**config.mk**
```make
export PLATFORM = sky130hd
export DESIGN_NAME = hazard_unit
export DESIGN_NICKNAME = d
export VERILOG_FILES = /design/src/rtl/cpu_types_pkg.sv /design/src/rtl/load_use_detect.sv /design/src/rtl/hazard_unit.sv
export SDC_FILE = /design/constraint.sdc
export NUM_CORES = 1
export LEC_CHECK = 0
export BUFFER_PORTS_ARGS = -buffer_cell sky130_fd_sc_hd__buf_2
export CAP_MARGIN = 20
export CORE_UTILIZATION = 45
export CTS_BUF_LIST = sky130_fd_sc_hd__clkbuf_4 sky130_fd_sc_hd__clkbuf_8
export DETAILED_ROUTE_END_ITERATION = 7
export PLACE_DENSITY = 0.77
export SLEW_MARGIN = 25
export SYNTH_ARGS = -nofsm -noshare
export SYNTH_HDL_FRONTEND = slang
export SYNTH_SLANG_ARGS = --single-unit
export TNS_END_PERCENT = 10
```
**constraint.sdc**
```tcl
create_clock -name CLK -period 5.7 [get_ports CLK]
set_input_delay 1.425 -clock CLK [delete_from_list [all_inputs] [get_ports CLK]]
set_output_delay 1.425 -clock CLK [all_outputs]
set_load 0.01 [all_outputs]
```
**src/rtl/cpu_types_pkg.sv**
```systemverilog
// Shared CPU types: register/word widths, hazard FSM states and the pipeline
// control bundle driven by hazard_unit.
package cpu_types_pkg;

  localparam int unsigned REG_W  = 5;
  localparam int unsigned WORD_W = 32;

  typedef logic [REG_W-1:0]  regbits_t;
  typedef logic [WORD_W-1:0] word_t;

  typedef enum logic [1:0] {
    RUN      = 2'd0,
    MEM_WAIT = 2'd1,
    DRAIN    = 2'd2,
    HALTED   = 2'd3
  } hazard_state_t;

  // Pipeline control bundle; a set flush overrides the enable of the same register.
  typedef struct packed {
    logic pc_en;
    logic ifid_en;
    logic ifid_flush;
    logic idex_en;
    logic idex_flush;
    logic exmem_en;
    logic memwb_en;
  } hazard_ctrl_t;

  // Field order: pc_en, ifid_en, ifid_flush, idex_en, idex_flush, exmem_en, memwb_en
  localparam hazard_ctrl_t CTRL_FREEZE   = 7'b000_0000;
  localparam hazard_ctrl_t CTRL_RUN      = 7'b110_1011;
  localparam hazard_ctrl_t CTRL_SQUASH   = 7'b111_1111;
  localparam hazard_ctrl_t CTRL_LOAD_USE = 7'b000_1111;
  localparam hazard_ctrl_t CTRL_IMISS    = 7'b011_1011;
  localparam hazard_ctrl_t CTRL_DRAIN    = 7'b001_0111;
  localparam hazard_ctrl_t CTRL_RESET    = 7'b001_0100;

endpackage

```
**src/rtl/load_use_detect.sv**
```systemverilog
// Load-use hazard comparator: flags an ID-stage read of the register a load
// in EX is about to write.
//   memtoReg_EX, RegWr_EX, wsel_EX : EX-stage load / write / destination
//   rs_ID, rt_ID, uses_rt_ID       : ID-stage sources and rt-use flag
//   lu_hazard                      : one bubble required
module load_use_detect
  import cpu_types_pkg::*;
(
  input  logic     memtoReg_EX,
  input  logic     RegWr_EX,
  input  regbits_t wsel_EX,
  input  regbits_t rs_ID,
  input  regbits_t rt_ID,
  input  logic     uses_rt_ID,
  output logic     lu_hazard
);

  logic rs_match;
  logic rt_match;

  assign rs_match = (wsel_EX == rs_ID);
  assign rt_match = uses_rt_ID & (wsel_EX == rt_ID);

  // $0 is hardwired, so a load targeting it never creates a dependency.
  assign lu_hazard = memtoReg_EX & RegWr_EX & (wsel_EX != '0) & (rs_match | rt_match);

endmodule

```
**src/rtl/hazard_unit.sv**
```systemverilog
// Pipeline sequencing controller for the 5-stage core. Produces PC and
// pipeline-register enable/flush controls (Mealy, same-cycle), a registered
// halt flag and a saturating stall-cycle counter.
//   CLK, nRST                 : clock, synchronous active-low reset
//   ihit, dhit                : instruction fetch / data access completed
//   dREN_MEM, dWEN_MEM        : MEM-stage data access in flight
//   memtoReg_EX, RegWr_EX,
//   wsel_EX, rs_ID, rt_ID,
//   uses_rt_ID                : load-use comparator inputs
//   branch_taken_EX, halt_EX  : PC redirect / halt in EX
//   pc_en, ifid_*, idex_*,
//   exmem_en, memwb_en        : pipeline controls
//   halt, stall_cycles        : core halted, stalled-cycle count
module hazard_unit
  import cpu_types_pkg::*;
#(
  parameter int unsigned DRAIN_CYCLES = 2
) (
  input  logic     CLK,
  input  logic     nRST,
  input  logic     ihit,
  input  logic     dhit,
  input  logic     dREN_MEM,
  input  logic     dWEN_MEM,
  input  logic     memtoReg_EX,
  input  logic     RegWr_EX,
  input  regbits_t wsel_EX,
  input  regbits_t rs_ID,
  input  regbits_t rt_ID,
  input  logic     uses_rt_ID,
  input  logic     branch_taken_EX,
  input  logic     halt_EX,
  output logic     pc_en,
  output logic     ifid_en,
  output logic     ifid_flush,
  output logic     idex_en,
  output logic     idex_flush,
  output logic     exmem_en,
  output logic     memwb_en,
  output logic     halt,
  output word_t    stall_cycles
);

  localparam int unsigned DRAIN_W   = (DRAIN_CYCLES < 2) ? 1 : $clog2(DRAIN_CYCLES + 1);
  localparam word_t       STALL_MAX = '1;

  hazard_state_t      state_q, state_d;
  logic [DRAIN_W-1:0] drain_cnt_q, drain_cnt_d;
  word_t              stall_cycles_q, stall_cycles_d;
  logic               halt_q, halt_d;

  logic         lu_hazard;
  logic         dmiss;
  logic         freeze;
  logic         run_state;
  hazard_ctrl_t ctrl;

  load_use_detect u_load_use_detect (
    .memtoReg_EX (memtoReg_EX),
    .RegWr_EX    (RegWr_EX),
    .wsel_EX     (wsel_EX),
    .rs_ID       (rs_ID),
    .rt_ID       (rt_ID),
    .uses_rt_ID  (uses_rt_ID),
    .lu_hazard   (lu_hazard)
  );

  assign dmiss     = (dREN_MEM | dWEN_MEM) & ~dhit;
  assign run_state = (state_q == RUN) || (state_q == MEM_WAIT);
  // Once waiting, the access is known outstanding; only dhit releases the freeze.
  assign freeze    = (state_q == MEM_WAIT) ? ~dhit : dmiss;

  // State register, drain counter, stall counter and halt flag.
  always_ff @(posedge CLK) begin
    if (!nRST) begin
      state_q        <= RUN;
      drain_cnt_q    <= '0;
      stall_cycles_q <= '0;
      halt_q         <= 1'b0;
    end else begin
      state_q        <= state_d;
      drain_cnt_q    <= drain_cnt_d;
      stall_cycles_q <= stall_cycles_d;
      halt_q         <= halt_d;
    end
  end

  // Next-state and drain counter.
  always_comb begin
    state_d     = state_q;
    drain_cnt_d = drain_cnt_q;
    case (state_q)
      RUN, MEM_WAIT: begin
        if (freeze) begin
          state_d = MEM_WAIT;
        end else if (halt_EX) begin
          state_d     = DRAIN;
          drain_cnt_d = DRAIN_W'(DRAIN_CYCLES);
        end else begin
          state_d = RUN;
        end
      end
      DRAIN: begin
        if (!dmiss) begin
          if (drain_cnt_q <= DRAIN_W'(1)) begin
            state_d     = HALTED;
            drain_cnt_d = '0;
          end else begin
            drain_cnt_d = drain_cnt_q - DRAIN_W'(1);
          end
        end
      end
      HALTED:  state_d = HALTED;
      default: state_d = RUN;
    endcase
  end

  // Mealy control outputs; reset forces bubbles into IF/ID and ID/EX.
  always_comb begin
    ctrl = CTRL_FREEZE;
    if (!nRST) begin
      ctrl = CTRL_RESET;
    end else begin
      case (state_q)
        RUN, MEM_WAIT: begin
          if (freeze)               ctrl = CTRL_FREEZE;
          else if (halt_EX)         ctrl = CTRL_DRAIN;
          else if (branch_taken_EX) ctrl = CTRL_SQUASH;
          else if (lu_hazard)       ctrl = CTRL_LOAD_USE;
          else if (!ihit)           ctrl = CTRL_IMISS;
          else                      ctrl = CTRL_RUN;
        end
        DRAIN: begin
          if (!dmiss) ctrl = CTRL_DRAIN;
        end
        default: ctrl = CTRL_FREEZE;
      endcase
    end
  end

  // Stall counter counts held-PC cycles only while the core is running.
  always_comb begin
    stall_cycles_d = stall_cycles_q;
    halt_d         = (state_d == HALTED);
    if (!ctrl.pc_en && run_state && (stall_cycles_q != STALL_MAX)) begin
      stall_cycles_d = stall_cycles_q + WORD_W'(1);
    end
  end

  assign pc_en        = ctrl.pc_en;
  assign ifid_en      = ctrl.ifid_en;
  assign ifid_flush   = ctrl.ifid_flush;
  assign idex_en      = ctrl.idex_en;
  assign idex_flush   = ctrl.idex_flush;
  assign exmem_en     = ctrl.exmem_en;
  assign memwb_en     = ctrl.memwb_en;
  assign halt         = halt_q;
  assign stall_cycles = stall_cycles_q;

endmodule

```
==> run metrics, run 1 <==
synthesized area=2200 um2; Clock Power Share=0.366; Tmin final=~4300 ps; most common cell in the netlist=dfxtp_1; share of the core filled with cells=0.552; WP data required=4280 ps; slowest stage cell on the critical path=or4_1; Setup crit end kind=primary output; post-layout net count=356; DRC Markers=0; dominant cells by area after synthesis=dfxtp_1 (34%), a21oi_1 (7.7%), or4_1 (6.8%); length of routed met3 wiring=318 um; RSZ-0062 raised after global routing=false; Switching Fraction=0.265; H-Tree Depth=2; crit-path cells=buf_2 -> or4_1 -> o211ai_2 -> nand2b_1 -> nor2b_1 -> o21ai_0 -> buf_2; routed vias=2277; DRT Pass-1 Iters=4; Synth-to-Final Area Change=18.5%; Netlist cell types=41; die footprint=5170 um2; top-area cell type share of the netlist area=0.337; Flop pwr share=0.502; Met1 Wirelength=about 2.4 mm; starting density of the core=0.466; relative slew slack=0.465; wire length on met2=~2.5 mm; Setup TNS Final=0 ps; slowest stage delay, CP=530 ps; Yosys Warn Count=0; GP Congestion=0.747; Die H=roughly 72 um; max cap viols=0; register area=about 740 um2; row count=25; drt first-iter violations=between 100 and 150; area of the multi-input gates=roughly 1300 um2; wire length per cell=13.2 um; count of final hold-check violations=0; maximum vdd drop=0.0000951 V; top_reg_cell synth=dfxtp_1; status=finished, final reports clean; cell mode on critical path=buf_2; Hold WC Path Type=reg2reg; Buffers on Ports=65; chip width=slightly above 70 um; Crit Path Max Fanout=4; Post-synth EDFFs=0; Setup crit start kind=input port; via/cell ratio=5.74; leading area contributor after synthesis=dfxtp_1; layout cells sized above 1=0.258; Routed Wire Length=5.26 mm; sw power=0.142 mW; Antenna Nets Post-Route=0; initial antenna violation count=0; max layer used=met4; Arrival @ worst endpoint=between 2000 and 3000 ps; Post CTS Setup Buffer Count=0; clock latency on the worst-skew pair=300 ps; largest net degree at the start of global routing=42; Slew Limit Fails=0; hold_buf cts=0; P_int=0.393 mW; Lkg Pwr=between 0.9 and 1 nW; Post-synth top cells=dfxtp_1 (37), a21oi_1 (34), or4_1 (20); Max clock buf depth=2; CTS tree=done; final hold slack=491 ps; ys async rst share=0; CTS sink cnt=37; Final Skew=2.85 ps; Final Non-Filler Cells=397; Overflow after GRT=0; FILL cells=465; FF+latch count, synth=37; GRT Total Usage=0.217; Combinational Power Share=0.132; CTS Buf Count=5; I/O Pins=66; Post-CTS Resized=0; sequential area share after synthesis=0.337; synthesized area per cell=8.06 um2; Fmax achieved=0.235 GHz; PnR Total Power=0.535 mW; Antenna diodes=0; root buf cell=clkbuf_8; Slew @ Worst Pin=roughly 800 ps; Core ar.=4720 um2; Inst Count DP=between 300 and 400; vias in the first global route=between 2000 and 2500; PD cells=205 nW/um2; CP Class=in2out; Final setup viols=0; Syn Inst Count=between 200 and 300; Post-Syn Nets=300; Clock transition at path regs=approximately 70 ps; post-DP HPWL=3.65 mm; first-pass GRT wire length=9.06 mm; final worst path period share=0.746
area by class of cell:
| class | instances | share of cell area |
|---|---|---|
| Tap cell | 67 | 0.0321 |
| Inverter | 10 | 0.0144 |
| Multi-Input combinational cell | 207 | 0.501 |
| Sequential cell | 37 | 0.284 |
| Clock buffer | 8 | 0.0350 |
| Timing Repair Buffer | 68 | 0.133 |
worst paths after layout:
path,startpoint,endpoint,slack (ps),depth (start not counted)
hold / removal,stall_cycles[18]$_SDFFE_PN0P_,stall_cycles[18]$_SDFFE_PN0P_,490,2
setup / recovery,wsel_EX[1],idex_flush,1450,7
hold reg to reg,stall_cycles[18]$_SDFFE_PN0P_,stall_cycles[18]$_SDFFE_PN0P_,490,2
setup reg to reg,stall_cycles[0]$_SDFFE_PN0P_,stall_cycles[19]$_SDFFE_PN0P_,3350,7
through the flow:
step	setup WS, ps	cell area [um2]
floorplan	1640	2200
global placement	1460	2520
detailed placement	1450	2520
CTS	1440	2610
global route	1340	2610
finish	1450	2610
power groups by stage:
stage                     Combinational [mW]  Sequential [mW]  Clock (mW)
after floorplan                       0.0504            0.274           0
after global placement                0.0693            0.274           0
after detailed placement              0.0704            0.274           0
after CTS                             0.0707            0.268       0.200
after global routing                  0.0790            0.269       0.212
final                                 0.0704            0.268       0.196
sequential cells by signal (all words and copies together) (netlist names):
signal        flops
state_q           2
stall_cycles     32
drain_cnt_q       2
halt              1
cells by family (layout without fill, tap and decap cells):
kind of cell / after synthesis / after routing / synth area share
mux: 4 / 4 / 0.0182
flops: 37 / 37 / 0.337
simple gates: 118 / 118 / 0.316
fa+ha+maj: 1 / 1 / 0.00568
buf+inv: 29 / 86 / 0.0694
compound gates: 74 / 74 / 0.214
xor+xnor: 10 / 10 / 0.0398
per-layer routing:
| metal | track usage | vias to the layer above |
|---|---|---|
| li1 | - | 1151 |
| met1 | 0.264 | 1047 |
| met2 | 0.379 | 68 |
| met3 | 0.0361 | 11 |
| met4 | 0.0871 | 0 |
| met5 | 0 | - |
placed cells by master (no fill, tap or decap), types with 2 or more instances in the layout:
cell type | synthesis | routed
nor3_1 | 3 | 3
nand2_1 | 15 | 15
o21ai_0 | 6 | 6
clkbuf_8 | 0 | 5
nand3_1 | 16 | 16
or4_1 | 20 | 20
xnor2_1 | 10 | 10
clkbuf_4 | 0 | 3
mux2i_1 | 4 | 4
or3_1 | 7 | 7
o31ai_1 | 19 | 19
nor4_1 | 2 | 2
buf_2 | 5 | 65
a21oi_1 | 34 | 34
nand4_1 | 18 | 18
nor2_1 | 13 | 13
o41ai_1 | 2 | 2
and3_1 | 6 | 6
nor3_2 | 2 | 2
buf_4 | 6 | 3
nor2b_1 | 3 | 3
dfxtp_1 | 37 | 37
nand2b_1 | 5 | 5
and4_1 | 2 | 2
o21ai_1 | 5 | 5
nand3b_1 | 2 | 2
inv_1 | 9 | 9
worst max-delay path: cells and delay by family:
family,cells,cell delay (ps)
buffers and inverters,2,270
AO/OA/AOI/OAI,2,260
AND/OR/NAND/NOR,3,870
Power figures use the tool's default switching activity.
==> inputs of run 2 (changes only) <==
- PLACE_DENSITY: 0.77 -> 0.8
- clock period: 5.7 -> 3.55 ns (I/O delays scaled with it)
==> run 2 against run 1 <==
Net effect: core utilization is the same; cell count is the same; wire length shrank 3.0%; hold slack improved by 3.0 ps; setup slack got worse by 1100 ps; via count is 0.79% lower; sequential power grew 61%; critical path depth unchanged; critical path type unchanged; largest cell class unchanged; total power rose by 60%; flip-flop and latch count stayed put.
==> run metrics, run 2 (synthesis gave the netlist of run 1 again) <==
Antenna diodes=0; drt first-iter violations=186; Post-CTS Resized=0; DRT Pass-1 Iters=4; Antenna Nets Post-Route=0; Final Non-Filler Cells=397; fin area=approximately 2600 um2; r2r setup slk=approximately 1300 ps; met1 Track Usage GR=0.260; Core ar.=4720 um2; slowest stage delay, CP=560 ps; P_int=roughly 0.63 mW; Switching Fraction=0.264; PnR Total Power=0.856 mW; Final setup viols=0; Post CTS Setup Buffer Count=0; Die H=71.9 um; CTS tree=done; most used routing layer=met2; Fmax achieved=0.311 GHz; cell mode on critical path=buf_2; Hold WC Path Type=reg2reg; Combinational Power Share=0.132; H-Tree Depth=2; layout cells sized above 1=0.258; grt met2 use=0.366; Overflow after GRT=0; via/cell ratio=5.69; post-DP HPWL=3.52 mm; worst reg2reg path endpoint=stall_cycles[15]$_SDFFE_PN0P_; worst hold path startpoint=stall_cycles[21]$_SDFFE_PN0P_; vias in the first global route=2059; Lkg Pwr=about 1 nW; RSZ-0062 raised after global routing=false; GRT Total Usage=0.212; largest net degree at the start of global routing=61; register area=741 um2; Synth-to-Final Area Change=18.5%; Slew Limit Fails=0; Critical path origin=wsel_EX[1]; max cap viols=0; Tmin final=~3200 ps; PD cells=328 nW/um2; Inst Count DP=389; CTS Buf Count=5; DRC Markers=0; sw power=0.226 mW; Final Skew=6.33 ps; GP Congestion=between 0.7 and 0.8; maximum vdd drop=0.000167 V; hold_buf cts=0; area of the multi-input gates=1310 um2; routed vias=between 2000 and 2500; wire length per cell=12.8 um; initial antenna violation count=0; Reg2Reg Depth=7; met3 Usage GRT=0.0458; chip width=71.9 um; commonest non-fill, non-tap cells in the layout=buf_2 (65), dfxtp_1 (37), a21oi_1 (34), or4_1 (20), o31ai_1 (19); CP Class=in2out; Flop pwr share=0.503; final worst path period share=0.906; status=finished, final reports clean; Placed Area=around 2500 um2; die footprint=a little over 5000 um2; crit-path cells=buf_2 -> or4_1 -> o211ai_2 -> nand2b_1 -> nor2b_1 -> o21ai_0 -> buf_2; Levels on crit path=7; origin of the critical flop-to-flop path=stall_cycles[0]$_SDFFE_PN0P_; slowest stage cell on the critical path=or4_1; first-pass GRT wire length=8.88 mm; post-layout net count=356; Setup TNS Final=0 ps; count of final hold-check violations=0; Buffers on Ports=between 60 and 70; max reg flops=32; Slew @ Worst Pin=493 ps; most common cell after layout, fill and taps aside=buf_2; WP data required=2660 ps; row count=25; relative slew slack=0.672; FILL cells=around 430; I/O Pins=66; Clock Power Share=0.365; Max clock buf depth=2; Crit Path Max Fanout=4; Routed Wire Length=between 5 and 6 mm; Setup crit end=idex_flush; starting density of the core=0.466; Clock transition at path regs=around 70 ps; CTS sink cnt=37; clock latency on the worst-skew pair=290 ps; family with the most delay on the worst path=simple AND/OR/NAND/NOR gates; Setup crit end kind=primary output; Setup crit start kind=input port; Arrival @ worst endpoint=2330 ps; CP bufs+invs=2; root buf cell=clkbuf_8
==> run 2: cell counts in the layout (fill, tap and decap cells not counted) <==
No cell type changed its count.
==> run 2: area by class of cell <==
cell class	count	share of cell area
Multi-Input combinational cell	207	0.501
Inverter	10	0.0144
Sequential cell	37	0.284
Timing Repair Buffer	68	0.133
Tap cell	67	0.0321
Clock buffer	8	0.0350
==> run 2: metal layers <==
metal / vias to the layer above / share of wire
met3: 8 / 0.043
li1: 1152 / -
met4: 0 / 0.014
met1: 1044 / 0.45
met2: 55 / 0.49
met5: - / 0
==> run 2: worst min path at each step <==
stage,cells past startpoint,end,slack (ps)
floorplan,2,drain_cnt_q[1]$_SDFFE_PN0P_,460
finish,2,stall_cycles[21]$_SDFFE_PN0P_,490
detailed placement,2,stall_cycles[21]$_SDFFE_PN0P_,480
global route,2,stall_cycles[18]$_SDFFE_PN0P_,510
global placement,2,drain_cnt_q[0]$_SDFFE_PN0P_,470
CTS,2,stall_cycles[21]$_SDFFE_PN0P_,490
==> run 2: power groups by stage <==
stage | registers, mW | logic [mW] | clock network, mW
2_1_floorplan | 0.440 | 0.0810 | 0
3_3_place_gp | 0.440 | 0.111 | 0
3_5_place_dp | 0.440 | 0.113 | 0
4_1_cts | 0.431 | 0.114 | 0.318
5_1_grt | 0.432 | 0.126 | 0.338
6_report | 0.431 | 0.113 | 0.313
==> run 2: worst register-to-register path, cell delays in order, from the launching register on <==
cell and delay [ps]:
dfxtp_1 420, ha_1 190, and3_1 220, and3_1 460, nand4_1 440, nand4_1 260
or3_1 120, a21oi_1 60
==> run 2: metrics by stage <==
| stage | utilization | hold slack (ps) | setup slack [ps] |
|---|---|---|---|
| 2_1_floorplan | - | 457 | 567 |
| 3_3_place_gp | 0.533 | 474 | 385 |
| 3_5_place_dp | 0.533 | 483 | 336 |
| 4_1_cts | 0.552 | 494 | 328 |
| 5_1_grt | 0.552 | 508 | 213 |
| 6_report | 0.552 | 494 | 334 |
